File: config.mk
export PLATFORM = sky130hd
export DESIGN_NAME = dnn_layer_seq
export DESIGN_NICKNAME = d
export VERILOG_FILES = /design/src/rtl/dnn_seq_pkg.sv /design/src/rtl/dnn_seq_out_stage.sv /design/src/rtl/dnn_layer_seq.sv
export SDC_FILE = /design/constraint.sdc
export NUM_CORES = 1
export LEC_CHECK = 0
export BUFFER_PORTS_ARGS = -buffer_cell sky130_fd_sc_hd__clkbuf_2
export CORE_ASPECT_RATIO = 1.4
export CORE_MARGIN = 2
export CORE_UTILIZATION = 55
export DETAILED_ROUTE_END_ITERATION = 10
export MAX_ROUTING_LAYER = met4
export PLACE_DENSITY = 0.73
export SYNTH_ARGS = -nofsm -noshare
export SYNTH_HDL_FRONTEND = slang
export SYNTH_SLANG_ARGS = --single-unit
File: constraint.sdc
create_clock -name clk -period 4.6 [get_ports clk]
set_input_delay 0.46 -clock clk [delete_from_list [all_inputs] [get_ports clk]]
set_output_delay 0.46 -clock clk [all_outputs]
set_load 0.02 [all_outputs]
File: src/rtl/dnn_seq_pkg.sv
// Shared types and constants for the dnn_layer_seq codebase slice.
//   seq_state_e : layer sequencer FSM states
//   CORE_LAT    : MAC core latency from strobe to FMA stage (cycles)
//   BF16_ONE    : bf16 1.0, the operand the core pairs with the bias weight
//   FP32_ZERO   : fp32 +0.0, used for idle/ReLU-clamped output data
//   relu_fp32() : clamp negative fp32 values (sign bit set) to +0.0
package dnn_seq_pkg;

  typedef enum logic [2:0] {
    S_IDLE  = 3'd0,
    S_INIT  = 3'd1,
    S_EXEC  = 3'd2,
    S_BIAS  = 3'd3,
    S_HOLD  = 3'd4,
    S_DRAIN = 3'd5
  } seq_state_e;

  localparam int          CORE_LAT  = 2;
  localparam logic [15:0] BF16_ONE  = 16'h3f80;
  localparam logic [31:0] FP32_ZERO = 32'h0000_0000;

  function automatic logic [31:0] relu_fp32(input logic [31:0] v);
    return v[31] ? FP32_ZERO : v;
  endfunction

endpackage

File: src/rtl/dnn_seq_out_stage.sv
// Output stage of the layer sequencer.
// Collects "bank final" events from the sequencer, issues nrm_en to the
// normalizer and presents the result on a valid/ready port.
//   clk, rst_n   : clock, asynchronous active-low reset
//   evt_i        : a neuron's accumulator bank is final this cycle
//   evt_idx_i    : neuron index of that event (bank = index bit 0)
//   nrm_i        : normalizer fp32 result (registered inside the normalizer)
//   out_ready_i  : consumer accepts out_data_o
//   nrm_en_o     : normalizer register enable
//   sum_op_o     : bank presented to the normalizer
//   out_valid_o  : out_data_o / out_idx_o valid
//   out_data_o   : fp32 result (ReLU-clamped when DNN_SEQ_RELU_EN is defined)
//   out_idx_o    : neuron index of out_data_o
// Handshake: a transfer happens on out_valid_o && out_ready_i; out_valid_o
// holds with stable data until that transfer. nrm_en_o never fires while
// out_valid_o && !out_ready_i, which keeps nrm_i (and so out_data_o) stable.
// Optional feature macro: DNN_SEQ_RELU_EN.
module dnn_seq_out_stage
  import dnn_seq_pkg::*;
#(
  parameter int NW = 16
) (
  input  logic          clk,
  input  logic          rst_n,
  input  logic          evt_i,
  input  logic [NW-1:0] evt_idx_i,
  input  logic [31:0]   nrm_i,
  input  logic          out_ready_i,
  output logic          nrm_en_o,
  output logic          sum_op_o,
  output logic          out_valid_o,
  output logic [31:0]   out_data_o,
  output logic [NW-1:0] out_idx_o
);

  // Pending-bank queue, depth 2: the sequencer never has more than two
  // neurons finished but not yet normalized.
  logic [1:0]    cnt_q, cnt_d;
  logic [NW-1:0] q0_q, q0_d, q1_q, q1_d;
  logic          out_valid_q, out_valid_d;
  logic [NW-1:0] out_idx_q, out_idx_d;

  logic          avail, fire, pop, push;
  logic [NW-1:0] head_idx;

  always_comb begin
    // An arriving event may go straight to the normalizer when the queue is empty.
    avail    = (cnt_q != 2'd0) || evt_i;
    head_idx = (cnt_q != 2'd0) ? q0_q : evt_idx_i;
    fire     = avail && (!out_valid_q || out_ready_i);
    pop      = fire && (cnt_q != 2'd0);
    push     = evt_i && !(fire && (cnt_q == 2'd0));

    q0_d  = q0_q;
    q1_d  = q1_q;
    cnt_d = cnt_q;
    if (pop) begin
      q0_d  = q1_q;
      cnt_d = cnt_q - 2'd1;
    end
    if (push) begin
      if (cnt_d == 2'd0) q0_d = evt_idx_i;
      else               q1_d = evt_idx_i;
      cnt_d = cnt_d + 2'd1;
    end

    out_valid_d = out_valid_q;
    out_idx_d   = out_idx_q;
    if (fire) begin
      out_valid_d = 1'b1;
      out_idx_d   = head_idx;
    end else if (out_ready_i) begin
      out_valid_d = 1'b0;
    end
  end

  always_ff @(posedge clk or negedge rst_n) begin
    if (!rst_n) begin
      cnt_q       <= 2'd0;
      q0_q        <= '0;
      q1_q        <= '0;
      out_valid_q <= 1'b0;
      out_idx_q   <= '0;
    end else begin
      cnt_q       <= cnt_d;
      q0_q        <= q0_d;
      q1_q        <= q1_d;
      out_valid_q <= out_valid_d;
      out_idx_q   <= out_idx_d;
    end
  end

  assign nrm_en_o    = fire;
  assign sum_op_o    = avail & head_idx[0];
  assign out_valid_o = out_valid_q;
  assign out_idx_o   = out_idx_q;

  // The normalizer output register doubles as the data register; gating with
  // valid keeps the port at zero whenever no result is offered.
`ifdef DNN_SEQ_RELU_EN
  assign out_data_o = out_valid_q ? relu_fp32(nrm_i) : FP32_ZERO;
`else
  assign out_data_o = out_valid_q ? nrm_i : FP32_ZERO;
`endif

endmodule

File: src/rtl/dnn_layer_seq.sv
// Fully-connected layer sequencer for a single MAC core.
// Per neuron: INIT (init strobe), EXEC (n_in exec strobes, ra=0..n_in-1),
// BIAS (bias strobe); finished banks are handed to the output stage, which
// drives the normalizer. Banks ping-pong on neuron index bit 0.
//   clk, rst_n  : clock, asynchronous active-low reset
//   start       : one-cycle pulse, accepted only when idle
//   n_in, n_out : inputs per neuron / neurons per layer, latched on start
//   busy, done  : layer in progress / one-cycle completion pulse
//   init, exec, bias, ra : core strobes and read index
//   sum_ip      : accumulate bank aligned to the core FMA stage
//   sum_op, nrm_en, nrm  : normalizer bank select, enable, result
//   out_valid, out_ready, out_data, out_idx : result port
// Optional feature macro: DNN_SEQ_RELU_EN (ReLU on out_data).
module dnn_layer_seq
  import dnn_seq_pkg::*;
#(
  parameter int AW = 10,
  parameter int NW = 16
) (
  input  logic          clk,
  input  logic          rst_n,
  input  logic          start,
  input  logic [AW-1:0] n_in,
  input  logic [NW-1:0] n_out,
  output logic          busy,
  output logic          done,
  output logic          init,
  output logic          exec,
  output logic          bias,
  output logic [AW-1:0] ra,
  output logic          sum_ip,
  output logic          sum_op,
  output logic          nrm_en,
  input  logic [31:0]   nrm,
  output logic          out_valid,
  input  logic          out_ready,
  output logic [31:0]   out_data,
  output logic [NW-1:0] out_idx
);

  seq_state_e    state_q, state_d;
  logic          done_q, done_d;
  logic [AW-1:0] n_in_q, ra_q;
  logic [NW-1:0] n_out_q, nidx_q, nrm_cnt_q, acc_cnt_q;

  logic [CORE_LAT-1:0] bank_pipe_q;
  logic [CORE_LAT:0]   bias_pipe_q;
  logic [NW-1:0]       bidx_pipe_q [CORE_LAT+1];

  logic          start_ok, xfer, ra_last, last_neuron;
  logic [NW:0]   next_idx, nrm_done, acc_next;

  // Neuron jj may reuse its bank once neuron jj-2 has been normalized.
  function automatic logic gate_ok(input logic [NW:0] jj, input logic [NW:0] done_cnt);
    return (jj < (NW+1)'(2)) || ((done_cnt + (NW+1)'(1)) >= jj);
  endfunction

  assign start_ok    = start && (state_q == S_IDLE);
  assign xfer        = out_valid && out_ready;
  assign ra_last     = (ra_q == (n_in_q - AW'(1)));
  assign next_idx    = {1'b0, nidx_q} + (NW+1)'(1);
  assign last_neuron = (next_idx == {1'b0, n_out_q});
  // Count includes an nrm_en firing this very cycle.
  assign nrm_done    = {1'b0, nrm_cnt_q} + {{NW{1'b0}}, nrm_en};
  assign acc_next    = {1'b0, acc_cnt_q} + {{NW{1'b0}}, xfer};

  // FSM: state register
  always_ff @(posedge clk or negedge rst_n) begin
    if (!rst_n) begin
      state_q <= S_IDLE;
      done_q  <= 1'b0;
    end else begin
      state_q <= state_d;
      done_q  <= done_d;
    end
  end

  // FSM: next state
  always_comb begin
    state_d = state_q;
    done_d  = 1'b0;
    case (state_q)
      S_IDLE: begin
        if (start_ok) begin
          if ((n_in == '0) || (n_out == '0)) done_d  = 1'b1;
          else                               state_d = S_INIT;
        end
      end
      S_INIT:  state_d = S_EXEC;
      S_EXEC:  if (ra_last) state_d = S_BIAS;
      S_BIAS: begin
        if (last_neuron)                     state_d = S_DRAIN;
        else if (gate_ok(next_idx, nrm_done)) state_d = S_INIT;
        else                                 state_d = S_HOLD;
      end
      S_HOLD:  if (gate_ok({1'b0, nidx_q}, nrm_done)) state_d = S_INIT;
      S_DRAIN: begin
        if (acc_next == {1'b0, n_out_q}) begin
          state_d = S_IDLE;
          done_d  = 1'b1;
        end
      end
      default: state_d = S_IDLE;
    endcase
  end

  // FSM: outputs
  always_comb begin
    init = (state_q == S_INIT);
    exec = (state_q == S_EXEC);
    bias = (state_q == S_BIAS);
    busy = (state_q != S_IDLE);
    done = done_q;
    ra   = ra_q;
  end

  // Layer counters and latched sizes
  always_ff @(posedge clk or negedge rst_n) begin
    if (!rst_n) begin
      n_in_q    <= '0;
      n_out_q   <= '0;
      nidx_q    <= '0;
      ra_q      <= '0;
      nrm_cnt_q <= '0;
      acc_cnt_q <= '0;
    end else begin
      if (start_ok) begin
        n_in_q    <= n_in;
        n_out_q   <= n_out;
        nidx_q    <= '0;
        nrm_cnt_q <= '0;
        acc_cnt_q <= '0;
      end else begin
        if (nrm_en) nrm_cnt_q <= nrm_cnt_q + NW'(1);
        if (xfer)   acc_cnt_q <= acc_cnt_q + NW'(1);
        if ((state_q == S_BIAS) && !last_neuron) nidx_q <= nidx_q + NW'(1);
      end
      if (state_q == S_EXEC) ra_q <= ra_last ? '0 : ra_q + AW'(1);
    end
  end

  // Core alignment: the issue bank reaches the FMA stage CORE_LAT cycles
  // later; a bias strobe makes its bank final one cycle after that.
  always_ff @(posedge clk or negedge rst_n) begin
    if (!rst_n) begin
      bank_pipe_q <= '0;
      bias_pipe_q <= '0;
      for (int i = 0; i <= CORE_LAT; i++) bidx_pipe_q[i] <= '0;
    end else begin
      bank_pipe_q    <= {bank_pipe_q[CORE_LAT-2:0], nidx_q[0]};
      bias_pipe_q    <= {bias_pipe_q[CORE_LAT-1:0], bias};
      bidx_pipe_q[0] <= nidx_q;
      for (int i = 1; i <= CORE_LAT; i++) bidx_pipe_q[i] <= bidx_pipe_q[i-1];
    end
  end

  assign sum_ip = bank_pipe_q[CORE_LAT-1];

  dnn_seq_out_stage #(.NW(NW)) u_out (
    .clk         (clk),
    .rst_n       (rst_n),
    .evt_i       (bias_pipe_q[CORE_LAT]),
    .evt_idx_i   (bidx_pipe_q[CORE_LAT]),
    .nrm_i       (nrm),
    .out_ready_i (out_ready),
    .nrm_en_o    (nrm_en),
    .sum_op_o    (sum_op),
    .out_valid_o (out_valid),
    .out_data_o  (out_data),
    .out_idx_o   (out_idx)
  );

endmodule

==> key figures <==
Status
  • Run status: complete, no violations

Timing
  • Total setup violations reported at the end of the flow: 0
  • Unrepaired setup endpoints after global routing: false
  • Fraction of the cycle the final worst path needs: between 90% and 100%
  • Worst hold slack: about 99 ps
  • Final setup TNS: 0 ps
  • Pins over their slew limit: 0
  • Clk_skew: around 18 ps
  • Hold violation count in the final report: 0
  • Shortest period the worst path allows: between 4000 and 5000 ps
  • Actual slew at the worst max-slew pin: about 1100 ps
  • Slew margin rel.: roughly a quarter
  • Highest achievable clock rate: ~0.24 GHz
  • Crit path setup slack, layout: between 300 and 400 ps

Finish
  • Share of cells above drive strength 1: about 18%
  • Layout-stage area growth over the synthesis result: 13.7%
  • Combined area of the multi-input logic cells: ~5400 um2
  • Register cell area after layout: 4750 um2
  • FILL cells: 1603
  • ANT cells: 0
  • Number of nets in the final layout: roughly 1400

Detailed routing
  • First-pass iteration count of the detailed router: 5
  • Number of vias per cell: around 5.7
  • Total routed wirelength: approximately 26000 um
  • DRC violations left: 0
  • Vias post-DR: between 8000 and 9000
  • Starting DRT DRC Count: roughly 570
  • Remaining antenna violation count after routing: 0
  • Routed wire length per instance: 17.6 um

Global routing
  • GRT overflow: 0
  • Number of global-route vias before repair: just over 8000
  • Pin count of the biggest net entering global routing: about 120
  • Antenna violations before repair: 0
  • Combined global-route utilization of all metal layers: about 27%
  • Wire length of the first global-routing pass: 42600 um

Synth
  • Async S/R FF share, synth: 100%
  • Synthesized flop and latch total: 190
  • Leading register cell type out of synthesis: sky130_fd_sc_hd__dfrtp_1
  • Number of enable flip-flop cells after synthesis: 0
  • Post-synthesis instance area: 10600 um2
  • Share of the yosys chip area belonging to registers: approximately 45%
  • Syn Nets: about 1200
  • Post-synth cell types: 66
  • Gate count after technology mapping: 1139
  • Number of warnings issued by yosys: 0
  • Mean Syn Cell Area: between 9 and 10 um2

Worst setup path
  • Category of the worst setup path capture point: flip-flop
  • Max incr delay on CP: roughly 360 ps
  • Startpoint types: flip-flop
  • Critical Path Slowest Stage Cell: sky130_fd_sc_hd__dfrtp_1
  • Crit-path max FO: 5
  • Crit Path Category: reg -> reg
  • Library cell appearing most often on the critical path: sky130_fd_sc_hd__ha_1
  • Critical path data required time: a little under 5000 ps
  • Critical path, cell by cell: inv_1 -> ha_1 -> a21oi_1 -> inv_1 -> ha_1 -> inv_1 -> ha_1 -> and3_1 -> nand4_1 -> xnor2_1 -> ha_1 -> a21o_1 -> a21o_1 -> a221oi_1 -> nor2_1 -> nor4_2 -> nor4_1 -> and2_1 -> a211o_1
  • Data arrival time of the critical path: roughly 4600 ps

Hold path
  • HP Class: in -> async

Clocking
  • Clk Tree Root Cell: sky130_fd_sc_hd__clkbuf_16
  • Largest buffer count on any clock path: 2
  • Worst-skew pair later-pin latency: around 440 ps
  • Clock Sink Count: between 150 and 200
  • Clock tree from TritonCTS: yes
  • Number of buffers added by the clock tree synthesis step: 17
  • Clock-pin slew on the worst setup and hold paths: approximately 80 ps
  • Post-CTS Setup Inserts: 0
  • # H-tree levels: 4

Die
  • Effective utilization at floorplan: 55.5%
  • Core Region: 19100 um2
  • Area of the die: about 20000 um2
  • Number of I/O pins: approximately 130
  • Chip height: ~170 um
  • Number of rows created at floorplan: 60
  • Die Wd: ~120 um

Pwr
  • Leakage: about 0.0057 uW
  • Areal power density over the cells: 403 nW/um2
  • Peak supply drop: between 200 and 300 uV

Placement
  • Pre-CTS setup slack: between 400 and 500 ps
  • Number of buffer cells added on primary ports: 128
  • Final RePlAce weighted congestion: slightly below 1
  • DP HPWL: 19400 um

Job
  • Max-cap check violation count: 0
==> area by class of cell <==
type                    instances  area share, %
multi-input cells             845           44.9
repair buffers                149           6.71
clock buffers                  17           3.54
inverters                      40           1.25
flip-flops and latches        190           39.5
clock inverters                15           1.47
well taps                     248           2.58
==> report_power, final <==
group          leakage (uW)  total, uW  switching (uW)  internal [uW]
clock              0.000295       1500             757            745
sequential          0.00252       1950             146           1800
combinational       0.00286       1400             846            556
==> state kept, by name, summed over array words and instances, names as in the netlist <==
name and flops:
u_out.cnt_q 2, ra 10, n_in_q 10, acc_cnt_q 16
bias_pipe_q 3, nrm_cnt_q 16, done 1, u_out.q0_q 16
n_out_q 16, nidx_q 16, u_out.q1_q 16, u_out.out_idx_o 16
state_q 3, bidx_pipe_q 48, u_out.out_valid_o 1
==> logic make-up after synthesis <==
kind of cell | share of synthesized area [%]
XOR/XNOR | 8.32
AND/OR/NAND/NOR | 22.9
flip-flops | 44.9
buffers and inverters | 4.05
multiplexers | 3.55
adder cells (fa/ha/maj) | 5.32
AO/OA/AOI/OAI | 10.9
==> worst max-delay path: cells and delay by family (launching register included) <==
| family | cells | cell delay [ps] |
|---|---|---|
| and+or+nand+nor | 6 | 1110 |
| AOI/OAI and AO/OA | 5 | 1180 |
| DFF | 1 | 360 |
| xor gates and xnor gates | 1 | 240 |
| buffers and inverters | 3 | 280 |
| adders and majority gates | 4 | 960 |
==> what timing repair did <==
| item | in CTS | in global routing |
|---|---|---|
| setup endpoints to repair | 0 | 1 |
| endpoints found under the hold margin | 0 | 0 |
| hold buffers | 0 | 0 |
| gates resized for setup | 0 | 1 |
==> synthesized netlist by cell type, drive strengths merged, types with 5 or more instances <==
cell | n | area, um2
dfrtp | 190 | 4750
nand2 | 163 | 612
nor2 | 94 | 355
xnor2 | 56 | 490
clkbuf | 51 | 191
o21ai | 48 | 240
ha | 45 | 563
nand3 | 43 | 225
and2 | 42 | 263
xor2 | 42 | 368
inv | 40 | 150
a21oi | 36 | 184
nand4 | 32 | 221
or3 | 24 | 150
a31oi | 21 | 131
mux2 | 20 | 225
nor4 | 18 | 149
o22ai | 18 | 113
mux2i | 15 | 150
nor3 | 15 | 75.1
buf | 13 | 87.6
a21o | 12 | 90.1
and3 | 10 | 62.6
nand2b | 9 | 56.3
nor2b | 8 | 50.1
o31ai | 8 | 70.1
o211ai | 7 | 52.6
nand3b | 5 | 37.5
or2 | 5 | 31.3
==> final timing paths <==
check                                          start                         endpoint  slack [ps]  cells after the start
max                         u_out.cnt_q[0]$_DFF_PN0_           state_q[0]$_DFFE_PN0P_         360                     19
min                                            rst_n  u_out.out_idx_o[13]$_DFFE_PN0P_         100                      1
max reg2reg                 u_out.cnt_q[0]$_DFF_PN0_           state_q[0]$_DFFE_PN0P_         360                     19
min reg2reg                bidx_pipe_q[23]$_DFF_PN0_         bidx_pipe_q[7]$_DFF_PN0_         340                      0
max in group asynchronous                      rst_n        bidx_pipe_q[38]$_DFF_PN0_        3320                      2
min in group clk                             n_in[8]            n_in_q[8]$_DFFE_PN0P_         230                      3
==> through the flow <==
step	std cells	utilization [%]	cell area, um2	total power (uW)
after detailed placement	1472	59.9	11400	3380
after global placement	1472	59.9	11400	3340
after floorplan	1139	-	10600	2940
final	1504	63.1	12000	4850
after CTS	1504	63.1	12000	4880
after global routing	1504	63.1	12000	5140
==> cell usage in the layout, fill, tap and decap left out, types with 35 or more instances in the layout <==
| cell | Yosys | routed |
|---|---|---|
| sky130_fd_sc_hd__nor2_1 | 93 | 93 |
| sky130_fd_sc_hd__xnor2_1 | 56 | 56 |
| sky130_fd_sc_hd__and2_1 | 42 | 41 |
| sky130_fd_sc_hd__dfrtp_1 | 190 | 190 |
| sky130_fd_sc_hd__nand3_1 | 41 | 41 |
| sky130_fd_sc_hd__a21oi_1 | 35 | 35 |
| sky130_fd_sc_hd__inv_1 | 40 | 40 |
| sky130_fd_sc_hd__o21ai_0 | 48 | 48 |
| sky130_fd_sc_hd__ha_1 | 45 | 45 |
| sky130_fd_sc_hd__clkbuf_2 | 0 | 127 |
| sky130_fd_sc_hd__nand2_1 | 163 | 163 |
| sky130_fd_sc_hd__xor2_1 | 42 | 42 |
==> routing by layer <==
layer  vias to the layer above  wire length [um]  track usage, %
met1                      4161             11100            33.3
met3                        47              1120            4.00
li1                       4169                 -               -
met4                         0               669            8.70
met5                         -                 0               -
met2                       259             13600            47.0
Note: power is estimated with default switching activity, not from simulation.
